==> src/rtl/controle_mips.sv <==
// Main control unit for the single-cycle MIPS-subset datapath.
// Registers decode(opcode) each clock; sync active-high reset clears all.
package controle_mips_pkg;

  typedef enum logic [2:0] {
    OP_RTYPE = 3'b000,
    OP_ADDI  = 3'b001,
    OP_LOGI  = 3'b010,
    OP_LW    = 3'b011,
    OP_SW    = 3'b100,
    OP_BEQ   = 3'b101,
    OP_J     = 3'b110,
    OP_JAL   = 3'b111
  } op_t;

  typedef struct packed {
    logic [1:0] ula_opcode;
    logic [1:0] reg_dest;
    logic [1:0] mem_to_reg;
    logic       ula_src;
    logic       mem_escrita;
    logic       mem_leitura;
    logic       reg_escrita;
    logic       branch;
    logic       jump;
    logic       sign_zero;
  } ctrl_t;

  function automatic ctrl_t decode(input logic [2:0] op);
    ctrl_t c;
    c = '0;
    // X/Z opcodes fall through to the all-zero default
    case (op)
      OP_RTYPE: begin
        c.ula_opcode  = 2'b10;
        c.reg_dest    = 2'b01;
        c.reg_escrita = 1'b1;
      end
      OP_ADDI: begin
        c.ula_src     = 1'b1;
        c.reg_escrita = 1'b1;
        c.sign_zero   = 1'b1;
      end
      OP_LOGI: begin
        c.ula_opcode  = 2'b11;
        c.ula_src     = 1'b1;
        c.reg_escrita = 1'b1;
      end
      OP_LW: begin
        c.ula_src     = 1'b1;
        c.mem_leitura = 1'b1;
        c.mem_to_reg  = 2'b01;
        c.reg_escrita = 1'b1;
        c.sign_zero   = 1'b1;
      end
      OP_SW: begin
        c.ula_src     = 1'b1;
        c.mem_escrita = 1'b1;
        c.sign_zero   = 1'b1;
      end
      OP_BEQ: begin
        c.ula_opcode = 2'b01;
        c.branch     = 1'b1;
        c.sign_zero  = 1'b1;
      end
      OP_J: begin
        c.jump = 1'b1;
      end
      OP_JAL: begin
        c.jump        = 1'b1;
        c.reg_dest    = 2'b10;
        c.mem_to_reg  = 2'b10;
        c.reg_escrita = 1'b1;
      end
      default: c = '0;
    endcase
    return c;
  endfunction

endpackage

module controle_mips
  import controle_mips_pkg::*;
(
  input  logic       clock,
  input  logic       reset,
  input  logic [2:0] opcode,
  output logic [1:0] ula_opcode,
  output logic [1:0] reg_dest,
  output logic [1:0] mem_to_reg,
  output logic       ula_src,
  output logic       mem_escrita,
  output logic       mem_leitura,
  output logic       reg_escrita,
  output logic       branch,
  output logic       jump,
  output logic       sign_zero
);

  ctrl_t ctrl;

  always_ff @(posedge clock) begin
    if (reset) begin
      ctrl <= '0;
    end else begin
      ctrl <= decode(opcode);
    end
  end

  assign ula_opcode  = ctrl.ula_opcode;
  assign reg_dest    = ctrl.reg_dest;
  assign mem_to_reg  = ctrl.mem_to_reg;
  assign ula_src     = ctrl.ula_src;
  assign mem_escrita = ctrl.mem_escrita;
  assign mem_leitura = ctrl.mem_leitura;
  assign reg_escrita = ctrl.reg_escrita;
  assign branch      = ctrl.branch;
  assign jump        = ctrl.jump;
  assign sign_zero   = ctrl.sign_zero;

endmodule

==> config.mk <==
export PLATFORM = sky130hd
export DESIGN_NAME = controle_mips
export DESIGN_NICKNAME = d
export VERILOG_FILES = /design/src/rtl/controle_mips.sv
export SDC_FILE = /design/constraint.sdc
export NUM_CORES = 1
export LEC_CHECK = 0
export BUFFER_PORTS_ARGS = -buffer_cell sky130_fd_sc_hd__clkbuf_2
export CORE_AREA = 5 5 42 44
export DETAILED_ROUTE_END_ITERATION = 16
export DIE_AREA = 0 0 47 49
export PLACE_DENSITY = 0.61
export SYNTH_ARGS = -nofsm -noshare
export SYNTH_HDL_FRONTEND = slang
export SYNTH_SLANG_ARGS = --single-unit
==> constraint.sdc <==
create_clock -name clock -period 2.53 [get_ports clock]
set_clock_uncertainty 0.05 [all_clocks]
set_input_delay 0.1265 -clock clock [delete_from_list [all_inputs] [get_ports clock]]
set_output_delay 0.1265 -clock clock [all_outputs]
set_load 0.01 [all_outputs]
==> impl_metrics.ini <==
[sta]
fin_crit_sh = 0.353
slew_viol_final = 0
setup_ws_ps = 1640
finalSetupViolCount = 0
hold_violations = 0
max_slew_margin = 0.851
rsz0062_at_grt = no
timing.fmax_mhz = 1120
fin_crit_ps = 893
tns_ps = 0
worst_pin_slew_ps = 221

[clock_network]
hold_buffers = 0
postCtsResizedCells = 0
cts_tree = built
cts_buffers = 3
clockBufferDepth = 2
cts_sinks = 12
postCtsSetupRepairBufs = 0
h-tree-depth = 1
clkTransAtPathRegs_ps = 70
clock-root-buffer = clkbuf_4

[yosys]
yosysTopAreaCell = dfxtp_1
synth_cell_types = 16
yosysSeqAreaShare = 0.617
ys_top_cells_by_count = dfxtp_1 (12), nor2_1 (4), nor3_1 (4)
synth_most_common_cell = dfxtp_1
ys_warn_count = 0
synthesis.area_um2 = 389
synth_nets = 42
yosysTopAreaCellShare = 0.617
ys_ff_latch = 12
synth_edf_count = 0
synthFlopType = dfxtp_1
synth.area.top_cells = dfxtp_1 (62%), nor3_1 (5.1%), buf_2 (3.9%)
async_flop_share = 0
avgSynthCellArea_um2 = 10.5
syn_inst = 37

[finish]
nets = 59
postLayoutCellArea_um2 = 497
drive_gt1_frac = 0.415
n_antenna_cell = 0
synthToLayoutAreaGrowth_pct = 27.7
n_fill_cell = 160

[worst_setup_path]
crit_required_ps = 2350
critical-path-top-delay-family = flip-flops
endpoint = mem_leitura
crit_slowest_cell = dfxtp_1
worst-path-buf-inv = 1
critPathMaxStageDelay_ps = 330
crit_type = reg -> out
cp.depth = 1
worstPathArrival_ps = 720
crit_path_start_kind = register
crit_chain = clkbuf_2
cp-end-kind = primary output
cp-startpoint = mem_leitura
path_max_fanout = 2

[die]
ios = 18
fp.dieH_um = 49
core_area_um2 = 1400
dieWidth_um = 47
start_util = 0.278
row_count = 14
die-area_um2 = 2300

[global_route]
grt_busiest_layer = met1
first_global_vias = 245
grtUsageTotal = 0.0743
met3_usage = 0.0627
grt_max_degree = 12
met1_usage = 0.0893
grt_pass1_wl_um = 1140
grtUsageMet2 = 0.0814
grt_antenna_before_repair = 0
grt_overflow_total = 0

[placement]
placement.io_buffers = 17
place_area_um2 = 460
post-dp-hpwl_um = 487
post-place-ws_ps = 1480
gp_congestion = 0.682

[power_and_ir_drop]
power_density_nw_per_um2 = 757
p_switching_uw = 79.4
pwr-share-seq = 0.528
leakagePower_uw = 0.000231
peakVddDrop_v = 0.000312
sw_frac_of_total = 0.211
p_comb_frac = 0.086
intPower_uw = 297
power_frac_clock = 0.386

[routing]
viasPerCell = 4.28
drtPass1Iterations = 2
drc = 0
vias = 295
ant_nets = 0
initialDrtViolationCount = 9
finalWirelength_um = 651
route.detailed.wl_per_inst_um = 9.43

[min_path]
worstHoldStart = reset
hp-class = in -> reg

[job]
max-cap-violations = 0

[status]
outcome = complete, no violations
-- metrics by stage --
| step | util | power [uW] | hold slack (ps) | instances |
|---|---|---|---|---|
| after global routing | 0.354 | 399 | 110 | 69 |
| after detailed placement | 0.329 | 236 | 379 | 65 |
| after CTS | 0.354 | 383 | 86.7 | 69 |
| after floorplan | - | 226 | 261 | 37 |
| final | 0.354 | 376 | 105 | 69 |
| after global placement | 0.329 | 235 | 371 | 65 |
-- per-layer routing --
metal  wire length (um)  up-vias
li1                   -      158
met1                277      121
met2                265       14
met3                101        2
met4                  6        0
met5                  0        -
-- worst min path at each step --
stage / endpoint / cells after the start
after global routing: reg_escrita / 2
after detailed placement: reg_escrita / 2
after floorplan: ula_opcode[0] / 2
after global placement: reg_escrita / 2
final: reg_escrita / 2
after CTS: reg_escrita / 2
-- power groups by stage --
stage          Sequential, uW  Combinational [uW]  Clock, uW
2_1_floorplan             207                18.9          0
3_3_place_gp              203                32.4          0
3_5_place_dp              203                32.8          0
4_1_cts                   199                32.9        152
5_1_grt                   199                36.8        163
6_report                  199                32.4        145
-- kinds of logic (layout without fill, tap and decap cells) --
logic type,count (synthesis),in the layout,synth area share
and+or+nand+nor,15,15,0.215
DFF,12,12,0.617
buffers and inverters,6,22,0.0964
AOI/OAI and AO/OA,4,4,0.0707
-- cell usage in the layout, fill, tap and decap left out --
master    count
dfxtp_1      12
a211oi_1      1
nand2b_1      1
clkbuf_2     17
nor4_1        2
or4b_1        1
o31ai_1       1
nor3_1        4
clkbuf_4      3
nor2_1        4
o21a_1        1
clkbuf_8      1
inv_1         1
a21oi_1       1
nor3b_2       1
nand2_1       2
-- final cells by class --
class	count	area, um^2	share of cell area
Tap cell	16	20.0	0.0403
Inverter	1	3.75	0.00756
Timing Repair Buffer	17	85.1	0.171
Multi-Input combinational cell	19	111	0.224
Sequential cell	12	240	0.484
Clock buffer	4	36.3	0.0730
Power figures use the tool's default switching activity.
